## src/rtl/dcache_pkg.sv

```systemverilog
// Shared types for the L1 data-cache miss path: MESI line states, bus
// commands, miss-handler FSM states and line geometry.
package dcache_pkg;

   localparam int LINE_BITS   = 256;
   localparam int WORD_BITS   = 32;
   localparam int BEATS       = LINE_BITS / WORD_BITS;
   localparam int OFFSET_BITS = $clog2(LINE_BITS / 8);

   // MESI state of a cache line, as seen by the cache refill logic
   typedef enum logic [3:0] {
      Invalid   = 4'd0,
      Shared    = 4'd1,
      Exclusive = 4'd2,
      Modified  = 4'd3
   } lineStage;

   typedef enum logic [1:0] {
      BusRd   = 2'd0,
      BusRdX  = 2'd1,
      BusUpgr = 2'd2,
      BusWB   = 2'd3
   } bus_cmd_e;

   typedef enum logic [2:0] {
      IDLE     = 3'd0,
      WB_REQ   = 3'd1,
      WB_DATA  = 3'd2,
      RD_REQ   = 3'd3,
      RD_DATA  = 3'd4,
      UPG_REQ  = 3'd5,
      UPG_WAIT = 3'd6,
      DONE     = 3'd7
   } missState;

   // State the refilled line takes once the transaction has finished.
   // Any write intent (write miss or upgrade) ends in Modified; a clean read
   // ends in Shared if any snooper claimed the line, Exclusive otherwise.
   function automatic lineStage finalStage(input logic isWrite,
                                           input logic isUpgrade,
                                           input logic sharedSeen,
                                           input logic aborted);
      if (aborted)
         return Invalid;
      else if (isWrite || isUpgrade)
         return Modified;
      else if (sharedSeen)
         return Shared;
      else
         return Exclusive;
   endfunction

endpackage

```

## src/rtl/dcache_line_buf.sv

```systemverilog
// Beat-indexed line assembly buffer: one word written per read beat, whole
// line presented in parallel for the refill. Cleared at the start of a miss
// so a new fill never carries words from an earlier one.
module dcache_line_buf #(
   parameter int WordSize = 32,
   parameter int Beats    = 8
) (
   input  logic                         clk,
   input  logic                         rst,
   input  logic                         clr,
   input  logic                         wrEn,
   input  logic [$clog2(Beats)-1:0]     wrIdx,
   input  logic [WordSize-1:0]          wrData,
   output logic [Beats*WordSize-1:0]    line
);

   logic [WordSize-1:0] words [Beats];

   // Word storage: async clear on reset, sync clear per miss, beat write
   always_ff @(posedge clk or negedge rst) begin
      if (!rst) begin
         for (int i = 0; i < Beats; i++) words[i] <= '0;
      end else if (clr) begin
         for (int i = 0; i < Beats; i++) words[i] <= '0;
      end else if (wrEn) begin
         words[wrIdx] <= wrData;
      end
   end

   // Pack the words into the flat line, beat 0 in the low word
   always_comb begin
      line = '0;
      for (int i = 0; i < Beats; i++) line[i*WordSize +: WordSize] = words[i];
   end

endmodule

```

## src/rtl/dcache_miss_unit.sv

```systemverilog
// Miss/coherence handler behind the MESI L1 data cache. Per miss it may
// write back a dirty victim (BusWB), then fetches the line (BusRd/BusRdX)
// or only upgrades ownership (BusUpgr), and hands the line plus its final
// MESI state back to the cache for one cycle.
module dcache_miss_unit
   import dcache_pkg::*;
#(
   parameter int AddressSize = 32,
   parameter int WordSize    = 32,
   parameter int LineBits    = 256
) (
   input  logic                   clk,
   input  logic                   rst,
   input  logic                   miss_req_i,
   input  logic                   miss_write_i,
   input  logic                   miss_upgrade_i,
   input  logic [AddressSize-1:0] miss_addr_i,
   input  logic                   victim_dirty_i,
   input  logic [AddressSize-1:0] victim_addr_i,
   input  logic [LineBits-1:0]    victim_data_i,
   output logic                   miss_busy_o,
   output logic                   miss_done_o,
   output logic [LineBits-1:0]    fill_data_o,
   output logic [3:0]             fill_state_o,
   output logic                   fill_has_data_o,
   output logic                   bus_req_o,
   input  logic                   bus_gnt_i,
   output logic [1:0]             bus_cmd_o,
   output logic [AddressSize-1:0] bus_addr_o,
   output logic [WordSize-1:0]    bus_wdata_o,
   input  logic                   bus_wready_i,
   input  logic                   bus_rvalid_i,
   input  logic [WordSize-1:0]    bus_rdata_i,
   input  logic                   bus_shared_i,
   input  logic                   bus_ack_i,
   input  logic                   bus_err_i
);

   localparam int Beats      = LineBits / WordSize;
   localparam int BeatBits   = $clog2(Beats);
   localparam int OffsetBits = $clog2(LineBits / 8);
   localparam int ByteBits   = $clog2(WordSize / 8);

   missState                     state, nextState;
   logic [BeatBits-1:0]          beat;
   logic                         writeQ, upgradeQ, sharedSeen, abortedQ;
   logic [AddressSize-1:0]       missAddrQ, victimAddrQ;
   logic [LineBits-1:0]          victimDataQ;
   logic [LineBits-1:0]          lineData;

   logic                         accept, errAbort, lastBeat;
   logic                         wbBeat, rdBeat, hasData;
   int                           beatIdx;
   logic [AddressSize-1:0]       missBase, victimBase, beatOffset;
   bus_cmd_e                     rdCmd;

   // Offset bits are dropped on purpose: every transfer is line aligned
   logic                         unusedOffsetBits;
   assign unusedOffsetBits = ^{missAddrQ[OffsetBits-1:0], victimAddrQ[OffsetBits-1:0]};

   assign accept     = (state == IDLE) && miss_req_i;
   assign errAbort   = bus_err_i && (state != IDLE) && (state != DONE);
   assign lastBeat   = (beat == BeatBits'(Beats - 1));
   assign wbBeat     = (state == WB_DATA) && bus_wready_i && !bus_err_i;
   assign rdBeat     = (state == RD_DATA) && bus_rvalid_i && !bus_err_i;
   assign hasData    = !upgradeQ && !abortedQ;
   assign beatIdx    = int'(beat);
   assign missBase   = {missAddrQ[AddressSize-1:OffsetBits], {OffsetBits{1'b0}}};
   assign victimBase = {victimAddrQ[AddressSize-1:OffsetBits], {OffsetBits{1'b0}}};
   assign beatOffset = AddressSize'({beat, {ByteBits{1'b0}}});
   assign rdCmd      = writeQ ? BusRdX : BusRd;

   // Control state: FSM, beat counter, request flags, snoop and error history
   always_ff @(posedge clk or negedge rst) begin
      if (!rst) begin
         state      <= IDLE;
         beat       <= '0;
         writeQ     <= 1'b0;
         upgradeQ   <= 1'b0;
         sharedSeen <= 1'b0;
         abortedQ   <= 1'b0;
      end else begin
         state <= nextState;
         if (accept) begin
            beat       <= '0;
            writeQ     <= miss_write_i;
            upgradeQ   <= miss_upgrade_i;
            sharedSeen <= 1'b0;
            abortedQ   <= 1'b0;
         end else begin
            if (wbBeat || rdBeat) beat <= beat + BeatBits'(1);
            if (rdBeat)           sharedSeen <= sharedSeen | bus_shared_i;
            if (errAbort)         abortedQ <= 1'b1;
         end
      end
   end

   // Request addresses and victim line, captured once per accepted miss
   always_ff @(posedge clk) begin
      if (accept) begin
         missAddrQ   <= miss_addr_i;
         victimAddrQ <= victim_addr_i;
         victimDataQ <= victim_data_i;
      end
   end

   // Next-state: upgrade beats write-back, write-back precedes fetch, error aborts
   always_comb begin
      nextState = state;
      case (state)
         IDLE: begin
            if (miss_req_i) begin
               if (miss_upgrade_i)      nextState = UPG_REQ;
               else if (victim_dirty_i) nextState = WB_REQ;
               else                     nextState = RD_REQ;
            end
         end
         WB_REQ:   if (bus_gnt_i)               nextState = WB_DATA;
         WB_DATA:  if (bus_wready_i && lastBeat) nextState = RD_REQ;
         RD_REQ:   if (bus_gnt_i)               nextState = RD_DATA;
         RD_DATA:  if (bus_rvalid_i && lastBeat) nextState = DONE;
         UPG_REQ:  if (bus_gnt_i)               nextState = UPG_WAIT;
         UPG_WAIT: if (bus_ack_i)               nextState = DONE;
         DONE:                                  nextState = IDLE;
         default:                               nextState = IDLE;
      endcase
      if (errAbort) nextState = DONE;
   end

   // Outputs decoded from the current state only
   always_comb begin
      miss_busy_o     = (state != IDLE);
      miss_done_o     = 1'b0;
      fill_data_o     = '0;
      fill_state_o    = Invalid;
      fill_has_data_o = 1'b0;
      bus_req_o       = 1'b0;
      bus_cmd_o       = BusRd;
      bus_addr_o      = '0;
      bus_wdata_o     = '0;
      case (state)
         WB_REQ: begin
            bus_req_o  = 1'b1;
            bus_cmd_o  = BusWB;
            bus_addr_o = victimBase;
         end
         WB_DATA: begin
            bus_cmd_o   = BusWB;
            bus_addr_o  = victimBase | beatOffset;
            bus_wdata_o = victimDataQ[beatIdx*WordSize +: WordSize];
         end
         RD_REQ: begin
            bus_req_o  = 1'b1;
            bus_cmd_o  = rdCmd;
            bus_addr_o = missBase;
         end
         RD_DATA: begin
            bus_cmd_o  = rdCmd;
            bus_addr_o = missBase | beatOffset;
         end
         UPG_REQ: begin
            bus_req_o  = 1'b1;
            bus_cmd_o  = BusUpgr;
            bus_addr_o = missBase;
         end
         UPG_WAIT: begin
            bus_cmd_o  = BusUpgr;
            bus_addr_o = missBase;
         end
         DONE: begin
            miss_done_o     = 1'b1;
            fill_state_o    = finalStage(writeQ, upgradeQ, sharedSeen, abortedQ);
            fill_has_data_o = hasData;
            fill_data_o     = hasData ? lineData : '0;
         end
         default: ;
      endcase
   end

   dcache_line_buf #(
      .WordSize (WordSize),
      .Beats    (Beats)
   ) lineBuf (
      .clk    (clk),
      .rst    (rst),
      .clr    (accept),
      .wrEn   (rdBeat),
      .wrIdx  (beat),
      .wrData (bus_rdata_i),
      .line   (lineData)
   );

endmodule
```

## config.mk

```make
export PLATFORM = sky130hd
export DESIGN_NAME = dcache_miss_unit
export DESIGN_NICKNAME = d
export VERILOG_FILES = /design/src/rtl/dcache_pkg.sv /design/src/rtl/dcache_line_buf.sv /design/src/rtl/dcache_miss_unit.sv
export SDC_FILE = /design/constraint.sdc
export NUM_CORES = 1
export LEC_CHECK = 0
export CORE_AREA = 5 5 266 268
export CTS_CLUSTER_DIAMETER = 150
export DETAILED_ROUTE_END_ITERATION = 8
export DIE_AREA = 0 0 271 273
export GPL_TIMING_DRIVEN = 1
export PLACE_DENSITY_LB_ADDON = 0.08
export SLEW_MARGIN = 20
export SYNTH_ARGS = -nofsm -noshare
export SYNTH_HDL_FRONTEND = slang
export SYNTH_SLANG_ARGS = --single-unit
```

## constraint.sdc

```tcl
create_clock -name clk -period 8.5 [get_ports clk]
set_input_delay 2.125 -clock clk [delete_from_list [all_inputs] [get_ports clk]]
set_output_delay 2.125 -clock clk [all_outputs]
set_load 0.03 [all_outputs]
```

==> results.toml, run 1 <==
[power_and_ir_drop]
p_leak_nw = 12.6
p_sw_frac = 0.312
intPower_mw = 5.72
irDropWorstVdd_mv = 0.126
pwr-share-comb = 0.254
power.share.clock = 0.323
pwr-share-seq = 0.423
p_sw_mw = 2.60
p_per_area_mw_per_mm2 = 249

[placed_design]
portBuffers = 679
gp_congestion = 0.816
place_inst = 3342
dp_hpwl_mm = 59.8

[synthesis]
syn-cell-area_mm2 = 0.0240
ys_top_cells_by_area = "edfxtp_1 39%, dfrtp_1 28%, and2_1 6.8%, nand3_1 4.0%, o21ai_0 4.0%"
synth-edff-count = 310
netlist.top_cell.by_area = "edfxtp_1"
synth_cells = 1919
yosysUniqueCellTypes = 59
yosysTopAreaCellShare = 0.388
synthFlopType = "edfxtp_1"
synth_area_per_cell_um2 = 12.5
async_flop_share = 0.462
seq_area_frac_synth = 0.665
synth_seq_cells = 576
yosysWarnings = 0

[finish]
drive_gt1_frac = 0.0722
fin_util = 0.491
final_common_cell = "clkdlybuf4s50_1"
nets = 2894
layout_common_cells = "678 x clkdlybuf4s50_1, 310 x edfxtp_1, 263 x dfrtp_1"
fin_cells = 3465
syn2layout_area_growth_pct = 39.3

[route]
drc = 0
drt_wl_total_mm = 83.1
firstDrtPassIters = 5
drt_first_iter_violations = 1271
wl_per_cell_um = 24.0
postRouteAntennaNets = 0
vias = 17100
drt-vias-per-instance = 4.95

[sta]
period_share = 0.697
worst_pin_slew_ns = 1.01
tns_ns = 0
rsz0062_at_grt = "no"
hold_viol = 0
skew_ns = 0.0143
max_freq_mhz = 169
finalMaxSlewViolations = 0
max_slew_margin = 0.329
setup_viol = 0
period_minus_slack_ns = 5.93

[critical_path]
critPathRequiredTime_ns = 6.38
crit_arrival_ns = 3.80
slowest_stage = "dfrtp_2"
path_max_fanout = 38
regToRegStartpoint = "state[1]"
critPathLaunchType = "flop"
critPathCaptureType = "output pin"
path_class = "reg -> out"
crit_chain = "buf_4, and2_1, a221oi_1, a211oi_1, clkdlybuf4s50_1"
worstSetupStartpoint = "beat[1]"
critPathMaxStageDelay_ns = 0.96

[clock_network]
root_buffer = "clkbuf_16"
clk_latency_ns = 0.59
clkTransAtPathRegs_ns = 0.06
cts_sinks = 576
cts_resized = 0
htreeDepth = 3
clk_path_buf_depth = 3
postCtsHoldBufs = 0
post_cts_buffers = 0
cts_tree = "yes"
numCtsBuffers = 66

[global_route]
grt_pass1_wl_mm = 121
grt_antenna_before_repair = 22
grt-ovfl-total = 0
grt_pass1_vias = 17900
track_usage = 0.217
grt_start_max_net_pins = 258

[floorplan]
die_y_um = 273
core_mm2 = 0.0681
die_area_mm2 = 0.0740
ioPinCount = 694
die_w_um = 271
rows = 96
start_util = 0.352

[worst_hold_path]
holdCritPathClass = "reg -> reg"
hold_path_startpoint = "lineBuf.line[79]"

[run_status]
outcome = "completed"

[flow_run]
drv_cap = 0
[critical path, delay by kind of cell (launching register included)]
family	cells	cell delay [ns]
buf+inv	2	1.23
simple gates	1	0.49
compound gates	2	0.52
flops	1	0.96
[through the flow]
step	setup slack [ns]	area (um^2)	hold WS [ns]	power (mW)
after global routing	2.32	33400	0.507	8.74
after detailed placement	2.93	31400	0.482	5.72
final	2.57	33400	0.487	8.32
after global placement	3.04	31400	0.473	5.69
after floorplan	1.83	24000	0.460	4.82
after CTS	2.41	33400	0.495	8.45
[final timing paths]
kind | to | cells past startpoint | slack [ns]
max in group asynchronous | lineBuf.line[161] | 2 | 5.32
worst min-delay path | lineBuf.line[79] | 2 | 0.49
min in group asynchronous | lineBuf.line[109] | 1 | 1.58
worst max-delay path | bus_wdata_o[9] | 5 | 2.57
worst max register to register | victimDataQ[116] | 4 | 4.41
worst min register to register | lineBuf.line[79] | 2 | 0.49
[layout make-up]
| type | count | area [um^2] |
|---|---|---|
| well taps | 882 | 1100 |
| multi-input cells | 1179 | 7310 |
| repair buffers | 697 | 6960 |
| fillers | 6134 | 34700 |
| clock buffers | 98 | 1900 |
| diodes | 7 | 17.5 |
| flip-flops and latches | 576 | 16000 |
| inverters | 8 | 37.5 |
| clock inverters | 18 | 120 |
[cell usage after synthesis (6+ instances only)]
master / n
clkbuf_1: 75
buf_1: 15
buf_2: 45
nand2_1: 186
mux2_2: 24
buf_4: 15
dfrtp_1: 266
o21ai_0: 194
mux2i_1: 20
and2_1: 262
mux4_2: 32
nor2_1: 29
o22ai_1: 6
nand3_1: 194
nor3_1: 8
a221oi_1: 18
a22oi_1: 19
edfxtp_1: 310
a21oi_1: 82
a22o_1: 32
buf_6: 7
[per-layer routing]
metal	wire length, um	up-vias	global-route usage
li1	-	8106	-
met1	32100	8442	0.253
met2	43800	477	0.395
met3	5690	102	0.0666
met4	1380	20	0.0491
met5	120	-	0
[state kept, by name (all words and copies together), names as in the netlist]
signal / cells
state: 3
upgradeQ: 1
beat: 3
writeQ: 1
sharedSeen: 1
lineBuf.line: 256
missAddrQ: 27
victimAddrQ: 27
abortedQ: 1
victimDataQ: 256
[cell families after synthesis]
family                     Yosys count  synth area share
and+or+nand+nor                    711             0.156
DFF                                576             0.665
AOI/OAI and AO/OA                  382            0.0933
buffers and inverters              167            0.0331
muxes                               76            0.0496
xor gates and xnor gates             4           0.00146
adders and majority gates            2           0.00104
other                                1          0.000156
[power by group through the flow]
stage	clock (mW)	sequential [mW]	combinational (mW)
4_1_cts	2.77	3.52	2.16
3_5_place_dp	0	3.58	2.14
6_report	2.69	3.52	2.11
3_3_place_gp	0	3.56	2.13
5_1_grt	2.90	3.56	2.28
2_1_floorplan	0	3.44	1.37
No activity file was read; power rests on OpenSTA's default activity.
==> run 2: changes to the inputs <==
Clock period 8.5 ns to 5.35 ns, I/O delays scaled along.
==> run 2 against run 1 <==
Cell count up 0.40%. Hold slack better by 0.0013 ns. Combinational power up 67%. Global-route usage up 0.20 points. Non-clock buffer count up 13. Register-to-register slack worse by 2.2 ns. Sequential cell count unchanged. Routed wire length up 0.23%. Setup slack worse by 2.2 ns.
==> results.toml, run 2 (synthesis gave the netlist of run 1 again) <==
[run_status]
outcome = "completed"

[placed_design]
place_ws_ns = 0.945
dp_hpwl_mm = 60.6
gp_congestion = 0.827
portBuffers = 679

[sta]
finalMaxSlewViolations = 0
hold_viol = 0
setup_viol = 0
worst_pin_slew_ns = 1.00
skew_ns = 0.0307
period_minus_slack_ns = 4.95
tns_ns = 0
rsz0062_at_grt = "no"
max_slew_margin = 0.331
period_share = 0.926
max_freq_mhz = 202
fin_ws_ns = 0.396

[critical_path]
critPathRequiredTime_ns = 4.01
slowest_stage = "nor2_2"
crit_arrival_ns = 3.62
path_max_fanout = 27
worst-path-buf-inv = 2
worstSetupStartpoint = "beat[0]"
critPathLaunchType = "flop"
regToRegStartpoint = "beat[0]"
r2r_end = "lineBuf.line[12]"
critPathMaxStageDelay_ns = 0.72
path_class = "reg -> out"
cp_top_family = "buffers and inverters"
rr_worst_depth = 5
crit_chain = "buf_4, nor2_2, a22oi_1, o22ai_1, and2_1, clkdlybuf4s50_1"
critPathCaptureType = "output pin"
regToRegSetupSlack_ns = 2.18

[clock_network]
htreeDepth = 3
cts_sinks = 576
root_buffer = "clkbuf_16"
clk_path_buf_depth = 3
cts_resized = 0
cts_tree = "yes"
postCtsHoldBufs = 0
clk_latency_ns = 0.59
post_cts_buffers = 0
clkTransAtPathRegs_ns = 0.06
numCtsBuffers = 66

[route]
drc = 0
firstDrtPassIters = 5
drt_first_iter_violations = 1476
vias = 17400
wl_per_cell_um = 23.9
postRouteAntennaNets = 0
drt-vias-per-instance = 4.99
drt_wl_total_mm = 83.3

[power_and_ir_drop]
p_leak_nw = 12.8
irDropWorstVdd_mv = 0.279
power_mw = 13.6
p_per_area_mw_per_mm2 = 402

[global_route]
met1_usage = 0.253
grt_start_max_net_pins = 183
met2_usage = 0.396
grt-ovfl-total = 0
track_usage = 0.219
top_usage_layer = "met2"
grt_use_met3 = 0.0649
grt_antenna_before_repair = 22
grt_pass1_wl_mm = 122
grt_pass1_vias = 18200

[worst_hold_path]
holdCritPathClass = "reg -> reg"
min_to = "lineBuf.line[140]"
hold_depth = 2
hold_path_startpoint = "lineBuf.line[140]"

[finish]
nets = 2907
drive_gt1_frac = 0.0785
syn2layout_area_growth_pct = 40.6
final_common_cell = "clkdlybuf4s50_1"
layout_common_cells = "678 x clkdlybuf4s50_1, 310 x edfxtp_1, 263 x dfrtp_1"

[floorplan]
core_mm2 = 0.0681
die_y_um = 273
die_area_mm2 = 0.0740
start_util = 0.352
die_w_um = 271
ioPinCount = 694
rows = 96

[flow_run]
drv_cap = 0
-- run 2: metal layers --
layer	up-vias	routed length [um]	part of all wire
met3	128	6140	0.074
li1	8136	-	-
met5	-	150	0.0018
met4	20	2110	0.025
met1	8500	31200	0.37
met2	569	43700	0.52
-- run 2: power breakdown --
part | switching (mW) | internal (mW) | leakage [nW]
Combinational | 2.08 | 1.44 | 5.25
Sequential | 0.276 | 5.23 | 6.46
Clock | 1.78 | 2.78 | 1.06
Total | 4.13 | 9.45 | 12.8
-- run 2: final cells by class --
cell class / instances / area [um^2]
inverter: 8 / 37.5
timing repair buffer: 710 / 7130
multi-input combinational: 1179 / 7310
antenna: 11 / 27.5
clock inverter: 21 / 265
clock buffer: 92 / 1910
tap: 882 / 1100
fill: 6064 / 34300
sequential: 576 / 16000
-- run 2: through the flow --
stage	area, um^2	utilization	cells	hold WS (ns)
3_3_place_gp	31600	0.463	3355	0.473
5_1_grt	33700	0.496	3473	0.514
6_report	33800	0.496	3479	0.489
4_1_cts	33700	0.495	3468	0.495
3_5_place_dp	31600	0.463	3355	0.482
2_1_floorplan	24000	-	1922	0.460
-- run 2: how the worst max path moves through the flow --
stage | to | slack (ns) | cells after the start
4_1_cts | bus_wdata_o[23] | 0.28 | 6
5_1_grt | bus_wdata_o[23] | 0.18 | 6
6_report | bus_wdata_o[23] | 0.40 | 6
3_5_place_dp | bus_wdata_o[23] | 0.94 | 6
2_1_floorplan | missAddrQ[10] | 1.11 | 4
3_3_place_gp | bus_wdata_o[23] | 0.94 | 6
-- run 2: worst register-to-register path, stage by stage, from the launching register on --
cell and delay [ns]:
dfrtp_4 0.66, buf_4 0.30, nor2_2 0.72, nand4_4 0.81
nand3_1 0.38, o21ai_0 0.11
